File: config.mk
export PLATFORM = sky130hd
export DESIGN_NAME = gcd_sched
export DESIGN_NICKNAME = d
export VERILOG_FILES = /design/src/rtl/gcd_sched.sv
export SDC_FILE = /design/constraint.sdc
export NUM_CORES = 1
export LEC_CHECK = 0
export ABC_AREA = 1
export ABC_CLOCK_PERIOD_IN_PS = 1800
export BUFFER_PORTS_ARGS = -buffer_cell sky130_fd_sc_hd__buf_2
export CORE_UTILIZATION = 30
export DETAILED_ROUTE_END_ITERATION = 10
export GPL_ROUTABILITY_DRIVEN = 1
export GPL_TIMING_DRIVEN = 0
export PLACE_DENSITY = 0.65
export SYNTH_ARGS = -nofsm -noshare
export SYNTH_HDL_FRONTEND = slang
export SYNTH_SLANG_ARGS = --single-unit
File: constraint.sdc
create_clock -name clk -period 1.8 [get_ports clk]
set_input_delay 0.36 -clock clk [delete_from_list [all_inputs] [get_ports clk]]
set_output_delay 0.36 -clock clk [all_outputs]
set_load 0.02 [all_outputs]
File: src/rtl/gcd_sched.sv
//------------------------------------------------------------------------------
// Module   : gcd_sched
// Brief    : Round-robin scheduler sharing one iterative GCD engine among NREQ
//            requesters. Optional engine watchdog: define GCD_TIMEOUT_EN.
// Revision : 1.0 - initial release
//------------------------------------------------------------------------------
`default_nettype none

module gcd_sched #(
  parameter int W       = 5,
  parameter int NREQ    = 4,
  parameter int IDW     = 2,
  parameter int TIMEOUT = 255
) (
  input  logic              clk,
  input  logic              reset,
  input  logic [NREQ-1:0]   req,
  input  logic [NREQ*W-1:0] a_in,
  input  logic [NREQ*W-1:0] b_in,
  output logic [NREQ-1:0]   gnt,
  output logic              rsp_valid,
  input  logic              rsp_ready,
  output logic [IDW-1:0]    rsp_id,
  output logic [W-1:0]      rsp_result,
  output logic              rsp_err,
  output logic              eng_start,
  output logic [W-1:0]      eng_a,
  output logic [W-1:0]      eng_b,
  input  logic              eng_done,
  input  logic [W-1:0]      eng_result,
  output logic              busy
);

  typedef enum logic [2:0] {
    S_IDLE  = 3'd0,
    S_GRANT = 3'd1,
    S_ISSUE = 3'd2,
    S_WAIT  = 3'd3,
    S_RESP  = 3'd4
  } state_t;

  localparam logic [IDW-1:0] c_ptr_init = IDW'(NREQ - 1);

  if ((NREQ < 2) || (NREQ > 8) || ((2 ** IDW) < NREQ) || (TIMEOUT < 1)) begin : g_bad_params
    $error("gcd_sched: illegal NREQ/IDW/TIMEOUT combination");
  end

  state_t            r_state;
  logic [IDW-1:0]    r_ptr;
  logic [IDW-1:0]    r_win;
  logic [NREQ-1:0]   r_gnt;
  logic              r_valid;
  logic [W-1:0]      r_result;
  logic              r_start;
  logic [W-1:0]      r_eng_a;
  logic [W-1:0]      r_eng_b;
  logic              r_busy;

  logic [IDW-1:0]    w_win;
  logic              w_any;
  logic [NREQ-1:0]   w_onehot;
  logic [W-1:0]      w_a;
  logic [W-1:0]      w_b;

  // Rotating priority: indices above the last winner first, then wrap to 0..ptr.
  always_comb begin
    w_win = r_ptr;
    w_any = 1'b0;
    for (int j = 0; j < NREQ; j++) begin
      if (!w_any && req[j] && (IDW'(j) > r_ptr)) begin
        w_any = 1'b1;
        w_win = IDW'(j);
      end
    end
    for (int j = 0; j < NREQ; j++) begin
      if (!w_any && req[j] && (IDW'(j) <= r_ptr)) begin
        w_any = 1'b1;
        w_win = IDW'(j);
      end
    end
  end

  always_comb begin
    w_onehot = '0;
    w_a      = '0;
    w_b      = '0;
    for (int j = 0; j < NREQ; j++) begin
      w_onehot[j] = (IDW'(j) == w_win);
      if (IDW'(j) == r_win) begin
        w_a = a_in[j*W +: W];
        w_b = b_in[j*W +: W];
      end
    end
  end

`ifdef GCD_TIMEOUT_EN
  localparam int             c_cnt_w    = $clog2(TIMEOUT + 1);
  localparam logic [c_cnt_w-1:0] c_tmo_last = c_cnt_w'(TIMEOUT - 1);
  logic [c_cnt_w-1:0] r_cnt;
  logic               r_err;
`endif

  always_ff @(posedge clk or negedge reset) begin
    if (!reset) begin
      r_state  <= S_IDLE;
      r_ptr    <= c_ptr_init;
      r_win    <= '0;
      r_gnt    <= '0;
      r_valid  <= 1'b0;
      r_result <= '0;
      r_start  <= 1'b0;
      r_eng_a  <= '0;
      r_eng_b  <= '0;
      r_busy   <= 1'b0;
`ifdef GCD_TIMEOUT_EN
      r_cnt    <= '0;
      r_err    <= 1'b0;
`endif
    end else begin
      case (r_state)
        S_IDLE: begin
          if (w_any) begin
            r_win   <= w_win;
            r_gnt   <= w_onehot;
            r_busy  <= 1'b1;
            r_state <= S_GRANT;
          end
        end
        // Operands are sampled at the end of the gnt cycle.
        S_GRANT: begin
          r_gnt <= '0;
          r_ptr <= r_win;
`ifdef GCD_TIMEOUT_EN
          r_err <= 1'b0;
`endif
          if ((w_a == '0) || (w_b == '0)) begin
            r_result <= w_a | w_b;
            r_valid  <= 1'b1;
            r_state  <= S_RESP;
          end else begin
            r_eng_a <= w_a;
            r_eng_b <= w_b;
            r_start <= 1'b1;
`ifdef GCD_TIMEOUT_EN
            r_cnt   <= '0;
`endif
            r_state <= S_ISSUE;
          end
        end
        S_ISSUE: begin
          r_start <= 1'b0;
          r_state <= S_WAIT;
        end
        S_WAIT: begin
          if (eng_done) begin
            r_result <= eng_result;
            r_valid  <= 1'b1;
            r_state  <= S_RESP;
          end
`ifdef GCD_TIMEOUT_EN
          else if (r_cnt == c_tmo_last) begin
            r_result <= '0;
            r_err    <= 1'b1;
            r_valid  <= 1'b1;
            r_state  <= S_RESP;
          end else begin
            r_cnt <= r_cnt + 1'b1;
          end
`endif
        end
        S_RESP: begin
          if (rsp_ready) begin
            r_valid <= 1'b0;
            r_busy  <= 1'b0;
            r_state <= S_IDLE;
          end
        end
        default: begin
          r_state <= S_IDLE;
        end
      endcase
    end
  end

  assign gnt        = r_gnt;
  assign rsp_valid  = r_valid;
  assign rsp_id     = r_win;
  assign rsp_result = r_result;
  assign eng_start  = r_start;
  assign eng_a      = r_eng_a;
  assign eng_b      = r_eng_b;
  assign busy       = r_busy;

`ifdef GCD_TIMEOUT_EN
  assign rsp_err = r_err;
`else
  assign rsp_err = 1'b0;
`endif

endmodule

`default_nettype wire

==> impl_summary.log, run 1 <==
INFO  metric grt_pass1_vias = 1,873
INFO  metric dp.final_hpwl = 3860 um
INFO  metric failing_checks = negative setup slack
INFO  metric internal_power = 2.55 mW
INFO  metric chip_width = 79.5 um
INFO  metric post_synth_num_cell_types = 25
INFO  metric cts_buffer_count = 5
INFO  metric timing.final.setup_violations = 13
INFO  metric finalCriticalPeriod = 1.83 ns
INFO  metric setup.worst_path.start_class = register
INFO  metric synth.top_cell.area_share = 37.5%
INFO  metric yosys_warnings = 0
INFO  metric finalNonFillerCells = 435
INFO  metric worst_hold_path_type = in -> async
INFO  metric tritoncts = yes
INFO  metric final_antenna_net_count = 0
INFO  metric netlist_instances = 255
INFO  metric synth.avg_cell_area = 7.07 um^2
INFO  metric slew_viol_final = 0
INFO  metric worstMarginPinSlew = 0.653 ns
INFO  metric power.share.clock = 10.5%
INFO  metric clock_skew = 0.00649 ns
INFO  metric fin_total_pwr = 4.89 mW
INFO  metric p_leak = 1.42 nW
INFO  metric total_die_area = 6320 um^2
INFO  metric share_comb_of_total_power = 65.8%
INFO  metric wl = 5480 um
INFO  metric route.vias.total = 2,101
INFO  metric global_route.usage.met1 = 19.4%
INFO  metric worst_skew_pair.late_latency = 0.28 ns
INFO  metric grt_resource_usage_total = 16.8%
INFO  metric crit_arrival = 2.00 ns
INFO  metric htree_num_levels = 2
INFO  metric gp_congestion = 0.837
INFO  metric drt-wirelength-per-cell = 12.6 um
INFO  metric finish.net_count = 415
INFO  metric max_cap_violations = 0
INFO  metric final_min_period_over_clock_period = 101%
INFO  metric met3_usage = 5.14%
INFO  metric cts_sinks = 29
INFO  metric grt_pass1_wl = 8110 um
INFO  metric grt.busiest_layer = met2
INFO  metric status = finished, violations left
INFO  metric dr.pass1.iters = 4
INFO  metric vdd_drop_max = 777 uV
INFO  metric final_cell_area = 2640 um^2
INFO  metric synth.most_common_cell = nand2_1
INFO  metric ys_top_cells_by_count = 96 x nand2_1, 34 x nand3_1, 27 x dfrtp_1, 17 x inv_1, 16 x nor2_1
INFO  metric max_freq = 548 MHz
INFO  metric initial_antenna_violation_count = 0
INFO  metric gr-usage-met2 = 29.1%
INFO  metric power_density = 1850 nW/um^2
INFO  metric pwr-share-seq = 23.7%
INFO  metric critical_path.endpoint_type = register
INFO  metric ys_async_sr_fraction = 100%
INFO  metric synth_nets = 308
INFO  metric drt-initial-drc-count = 80
INFO  metric ioPinCount = 78
INFO  metric power_switching = 2.33 mW
INFO  metric cp_max_fo = 8
INFO  metric number_of_fill_cells = 602
INFO  metric placement_rows = 27
INFO  metric port-buffer-count = 76
INFO  metric synth_enable_flop_cells = 0
INFO  metric die_height = 79.5 um
INFO  metric diodes = 0
INFO  metric timing.setup.critical_path_class = reg -> reg
INFO  metric areaGrowthSynthToFinish = 46.2%
INFO  metric hold_viol_final = 0
INFO  metric clock-root-buffer = clkbuf_8
INFO  metric core = 5640 um^2
INFO  metric grt_remaining_overflow = 0
INFO  metric power_switching_share = 47.7%
INFO  metric detailed_place.area = 2270 um^2
INFO  metric worst_slew_margin_rel = 56.5%
INFO  metric initial_core_util = 32.0%
INFO  metric clk_pin_slew_worst_paths = 0.06 ns
INFO  metric top_cell_type_by_total_area_after_synthesis = dfrtp_1
INFO  metric syn_area = 1800 um^2
INFO  metric final_critical_path_setup_slack = -0.0259 ns
INFO  metric maximum_number_of_pins_on_one_net_before_global_route_repair = 30
INFO  metric ff_latch_count_synth = 29
INFO  metric dp_cells = 403
INFO  metric postCtsHoldBufs = 0
INFO  metric drive_gt1_share = 39.1%
INFO  metric seq_area_frac_synth = 40.4%
INFO  metric wp_data_required = 1.97 ns
INFO  metric postSynth.topFlopCell = dfrtp_1
INFO  metric clk_path_buf_depth = 2
INFO  metric yosys-top-cells-area = dfrtp_1 37%, nand2_1 20%, nand3_1 9.4%
INFO  metric rsz0062_at_grt = true
INFO  metric via_per_inst = 4.83
INFO  metric drc_violations = 0
==> state kept, by name, summed over array words and instances (netlist names) <==
register    flops
gnt             4
rsp_id          2
busy            1
eng_a           5
rsp_valid       1
rsp_result      5
r_ptr           2
r_state         3
eng_b           5
eng_start       1
==> per-stage QoR <==
| stage | hold WS (ns) | TNS (ns) | setup WS (ns) | util, % |
|---|---|---|---|---|
| 6_report | 0.101 | -0.143 | -0.0259 | 46.7 |
| 3_3_place_gp | 0.429 | 0 | 0.0334 | 40.3 |
| 5_1_grt | 0.150 | -1.80 | -0.120 | 46.7 |
| 2_1_floorplan | 0.0644 | 0 | 0.170 | - |
| 4_1_cts | 0.130 | 0 | 0.00656 | 41.8 |
| 3_5_place_dp | 0.430 | 0 | 0.000948 | 40.3 |
==> metal layers <==
layer | share of wire [%] | up-vias
met1 | 43 | 985
met5 | 0 | -
met4 | 1.4 | 0
li1 | - | 1056
met3 | 5.7 | 7
met2 | 50 | 53
==> worst max-delay path, cell delays in order (launching register included) <==
cell and delay (ns):
dfrtp_1 0.40, buf_6 0.15, buf_8 0.13, buf_6 0.12, nand3_2 0.05, nand4_1 0.15
nor2_1 0.15, nand3_1 0.12, nand3_4 0.17, buf_4 0.13, nand2_1 0.04, nand2_1 0.05
nand2_1 0.04
==> path summary, 6_finish.rpt <==
check | startpoint | endpoint | slack (ns) | cells after the start
setup / recovery | rsp_id[1] | rsp_valid | -0.03 | 12
hold / removal | reset | eng_a[3] | 0.10 | 1
setup reg to reg | rsp_id[1] | rsp_valid | -0.03 | 12
hold reg to reg | rsp_result[1] | rsp_result[1] | 0.46 | 2
max in group asynchronous | reset | rsp_result[0] | 1.27 | 1
min in group clk | rsp_ready | r_state[2] | 0.39 | 4
==> placed cells by master, fill, tap and decap left out, drive strengths merged <==
cell and count:
a21oi 4, buf 107, clkbuf 8, conb 1, dfrtp 27, dfstp 2
inv 23, nand2 97, nand3 37, nand3b 1, nand4 13, nor2 21
nor3 1, o21ai 20, or2 1
==> layout make-up <==
cell class	count	area, um^2	area share, %
well taps	72	90.1	3.42
inverters	23	91.3	3.46
plain buffers	8	93.8	3.56
multi-input cells	196	981	37.2
repair buffers	99	572	21.7
clock buffers	8	80.1	3.04
flip-flops and latches	29	728	27.6
==> what timing repair did <==
| item | 4_1_cts | 5_1_grt |
|---|---|---|
| cloned | 0 | 5 |
| setup buffers | 0 | 19 |
| resized for setup | 1 | 27 |
| pin swaps | 0 | 20 |
| setup endpoints to repair | 1 | 25 |
==> power groups by stage <==
stage / clock network, mW / registers, mW / logic, mW
after global placement: 0 / 1.16 / 2.54
after CTS: 0.527 / 1.15 / 2.61
final: 0.512 / 1.16 / 3.22
after global routing: 0.566 / 1.19 / 3.55
after detailed placement: 0 / 1.16 / 2.58
after floorplan: 0 / 1.44 / 1.58
==> logic make-up after synthesis <==
family	Yosys count	share of synthesized area [%]
AO/OA/AOI/OAI	23	6.80
flip-flops	29	40.4
other	1	0.208
AND/OR/NAND/NOR	171	43.3
buffers and inverters	31	9.30
No activity file was read; power rests on OpenSTA's default activity.
==> run 2: changes to the inputs <==
==> config.mk (replaced) <==
export PLATFORM = sky130hd
export DESIGN_NAME = gcd_sched
export DESIGN_NICKNAME = d
export VERILOG_FILES = /design/src/rtl/gcd_sched.sv
export SDC_FILE = /design/constraint.sdc
export NUM_CORES = 1
export LEC_CHECK = 0
export ABC_AREA = 1
export ABC_CLOCK_PERIOD_IN_PS = 1550
export BUFFER_PORTS_ARGS = -buffer_cell sky130_fd_sc_hd__buf_4
export CORE_UTILIZATION = 30
export DETAILED_ROUTE_END_ITERATION = 10
export GPL_ROUTABILITY_DRIVEN = 1
export GPL_TIMING_DRIVEN = 0
export PLACE_DENSITY = 0.67
export SYNTH_ARGS = -nofsm -noshare
export SYNTH_HDL_FRONTEND = slang
export SYNTH_SLANG_ARGS = --single-unit
==> constraint.sdc (replaced) <==
create_clock -name clk -period 1.55 [get_ports clk]
set_input_delay 0.31 -clock clk [delete_from_list [all_inputs] [get_ports clk]]
set_output_delay 0.31 -clock clk [all_outputs]
set_load 0.02 [all_outputs]
==> run 2 against run 1 <==
The flow still finishes with violations (negative setup slack). Power up 36%. Clock skew rose by 0.0010 ns. Setup slack lost 0.24 ns. Hold slack improved by 0.25 ns. Highest routed layer unchanged.
==> impl_summary.log, run 2 (synthesis gave the netlist of run 1 again) <==
INFO  metric max_cap_violations = 0 (unchanged)
INFO  metric timing.final.setup_violations = 27 (was 13)
INFO  metric tritoncts = yes (unchanged)
INFO  metric gp_congestion = 0.889 (was 0.837)
INFO  metric core = 5640 um^2 (unchanged)
INFO  metric layout.core_utilization = 55.2% (was 46.7%)
INFO  metric cp_slowest_cell = dfrtp_2 (was dfrtp_1)
INFO  metric clk_path_buf_depth = 2 (unchanged)
INFO  metric power_switching_share = 44.6% (was 47.7%)
INFO  metric cp_max_fo = 8 (unchanged)
INFO  metric final_cell_area = 3110 um^2 (was 2640 um^2)
INFO  metric most-common-layout-cells = 94 x buf_4, 86 x nand2_1, 25 x dfrtp_1, 19 x nand3_1, 15 x nand3_2 (was 94 x nand2_1, 78 x buf_2, 28 x nand3_1, 27 x dfrtp_1, 18 x buf_4)
INFO  metric cp_top_family = simple AND/OR/NAND/NOR gates (unchanged)
INFO  metric diodes = 0 (unchanged)
INFO  metric wp_data_required = 1.72 ns (was 1.97 ns)
INFO  metric share_comb_of_total_power = 64.7% (was 65.8%)
INFO  metric p_leak = 1.57 nW (was 1.42 nW)
INFO  metric max_freq = 552 MHz (was 548 MHz)
INFO  metric crit_arrival = 1.99 ns (was 2.00 ns)
INFO  metric dr.pass1.iters = 5 (was 4)
INFO  metric grt_pass1_vias = 2,081 (was 1,873)
INFO  metric maximum_number_of_pins_on_one_net_before_global_route_repair = 30 (unchanged)
INFO  metric grt_pass1_wl = 9130 um (was 8110 um)
INFO  metric drt-initial-drc-count = 65 (was 80)
INFO  metric port-buffer-count = 76 (unchanged)
INFO  metric grt_resource_usage_total = 18.6% (was 16.8%)
INFO  metric final_antenna_net_count = 0 (unchanged)
INFO  metric rsz0062_at_grt = true (unchanged)
INFO  metric grt_remaining_overflow = 0 (unchanged)
INFO  metric timing.setup.critical_path_class = reg -> reg (unchanged)
INFO  metric wl = 5970 um (was 5480 um)
INFO  metric initial_antenna_violation_count = 0 (unchanged)
INFO  metric slowest_delay = 0.43 ns (was 0.40 ns)
INFO  metric finalCriticalPeriod = 1.81 ns (was 1.83 ns)
INFO  metric die_height = 79.5 um (unchanged)
INFO  metric status = finished, violations left (unchanged)
INFO  metric failing_checks = negative setup slack (unchanged)
INFO  metric pwr-share-seq = 21.2% (was 23.7%)
INFO  metric drt-wirelength-per-cell = 13.6 um (was 12.6 um)
INFO  metric finish.net_count = 419 (was 415)
INFO  metric power_density = 2140 nW/um^2 (was 1850 nW/um^2)
INFO  metric total_die_area = 6320 um^2 (unchanged)
INFO  metric final_min_period_over_clock_period = 117% (was 101%)
INFO  metric initial_core_util = 32.0% (unchanged)
INFO  metric detailed_place.area = 2520 um^2 (was 2270 um^2)
INFO  metric chip_width = 79.5 um (unchanged)
INFO  metric final_critical_path_setup_slack = -0.263 ns (was -0.0259 ns)
INFO  metric clk_pin_slew_worst_paths = 0.07 ns (was 0.06 ns)
INFO  metric route.vias.total = 2,119 (was 2,101)
INFO  metric cts_sinks = 29 (unchanged)
INFO  metric internal_power = 3.69 mW (was 2.55 mW)
INFO  metric setup.worst_path.start_class = register (unchanged)
INFO  metric power_switching = 2.97 mW (was 2.33 mW)
INFO  metric cts_buffer_count = 5 (unchanged)
INFO  metric clock_skew = 0.00752 ns (was 0.00649 ns)
INFO  metric hold_viol_final = 0 (unchanged)
INFO  metric via_per_inst = 4.83 (about the same)
INFO  metric worst_hold_path_type = in -> reg (was in -> async)
INFO  metric placement_rows = 27 (unchanged)
INFO  metric drc_violations = 0 (unchanged)
INFO  metric drive_gt1_share = 48.2% (was 39.1%)
INFO  metric dp_cells = 403 (unchanged)
INFO  metric worst_skew_pair.late_latency = 0.28 ns (about the same)
INFO  metric final_common_cell = buf_4 (was nand2_1)
INFO  metric power.share.clock = 14.2% (was 10.5%)
INFO  metric clock-root-buffer = clkbuf_8 (unchanged)
INFO  metric timing.critical_path.cells = buf_12 > clkbuf_16 > nand3_2 > nand4_1 > nor2_1 > nand3_2 > nand3_4 > nand3_4 > nand2_2 > nand2_2 (was buf_6 > buf_8 > buf_6 > nand3_2 > nand4_1 > nor2_1 > nand3_1 > nand3_4 > buf_4 > nand2_1 > nand2_1 > nand2_1)
INFO  metric vdd_drop_max = 1070 uV (was 777 uV)
INFO  metric dp.final_hpwl = 4000 um (was 3860 um)
INFO  metric ioPinCount = 78 (unchanged)
INFO  metric slew_viol_final = 0 (unchanged)
INFO  metric finalNonFillerCells = 439 (was 435)
INFO  metric dp_slack = -0.221 ns (was 0.000948 ns)
INFO  metric critical_path.endpoint_type = register (unchanged)
INFO  metric htree_num_levels = 2 (unchanged)
INFO  metric timing.critical_path.buf_inv = 2 (was 4)
INFO  metric areaGrowthSynthToFinish = 72.6% (was 46.2%)
run 2: changes by cell type in the layout (fill, tap and decap cells not counted), sizes merged:
| cell | previous run | this run |
|---|---|---|
| dlygate4sd3 | 0 | 1 |
| nor2 | 21 | 22 |
| clkinv | 0 | 1 |
| clkbuf | 8 | 7 |
| bufinv | 0 | 2 |
run 2: tightest hold or removal path, stage by stage:
cell and delay (ns):
buf_4 0.07, inv_1 0.04, nand3_1 0.10, nand2_1 0.06
run 2: layer usage:
metal	part of all wire, %	global-route usage [%]	vias to the layer above
met1	39	21.1	995
met4	1.8	6.00	0
met3	4.8	4.80	10
li1	-	-	1058
met2	54	33.7	56
met5	0	0	-
run 2: path summary, 6_finish.rpt:
| kind | end | cells after the start | start | slack [ns] |
|---|---|---|---|---|
| max in group asynchronous | r_ptr[1] | 2 | reset | 0.75 |
| hold / removal | r_state[2] | 4 | rsp_ready | 0.35 |
| setup reg to reg | rsp_result[3] | 10 | rsp_id[1] | -0.26 |
| hold reg to reg | rsp_valid | 2 | rsp_valid | 0.49 |
| min in group asynchronous | eng_a[2] | 2 | reset | 0.49 |
| setup / recovery | rsp_result[3] | 10 | rsp_id[1] | -0.26 |
run 2: power groups by stage:
stage          clock [mW]  sequential [mW]  combinational, mW
4_1_cts             0.965             1.37               3.51
3_5_place_dp            0             1.37               3.33
5_1_grt              1.01             1.45               4.73
3_3_place_gp            0             1.37               3.26
6_report            0.943             1.41               4.31
2_1_floorplan           0             1.68               1.95
run 2: cell type report:
type / instances / area (um^2)
inverter: 23 / 93.8
multi-input combinational: 197 / 1120
tap: 72 / 90.1
clock buffer: 5 / 68.8
timing repair buffer: 102 / 831
sequential: 29 / 731
clock inverter: 3 / 65.1
buffer: 8 / 116
fill: 547 / 2530
run 2: repair_timing:
| action | CTS | global route |
|---|---|---|
| setup buffers | 4 | 18 |
| gates cloned | 2 | 3 |
| pin swaps | 16 | 19 |
| hold buffers | 1 | 0 |
| endpoints found under the hold margin | 27 | 0 |
| endpoints found under the setup margin | 27 | 27 |
| gates resized for setup | 15 | 38 |
run 2: through the flow:
step	hold slack, ns	total power, mW	setup TNS, ns
detailed placement	0.261	4.70	-4.55
finish	0.347	6.66	-5.03
global route	0.364	7.19	-8.01
floorplan	0.0144	3.63	-0.436
global placement	0.254	4.64	-4.05
CTS	0.333	5.84	-3.83
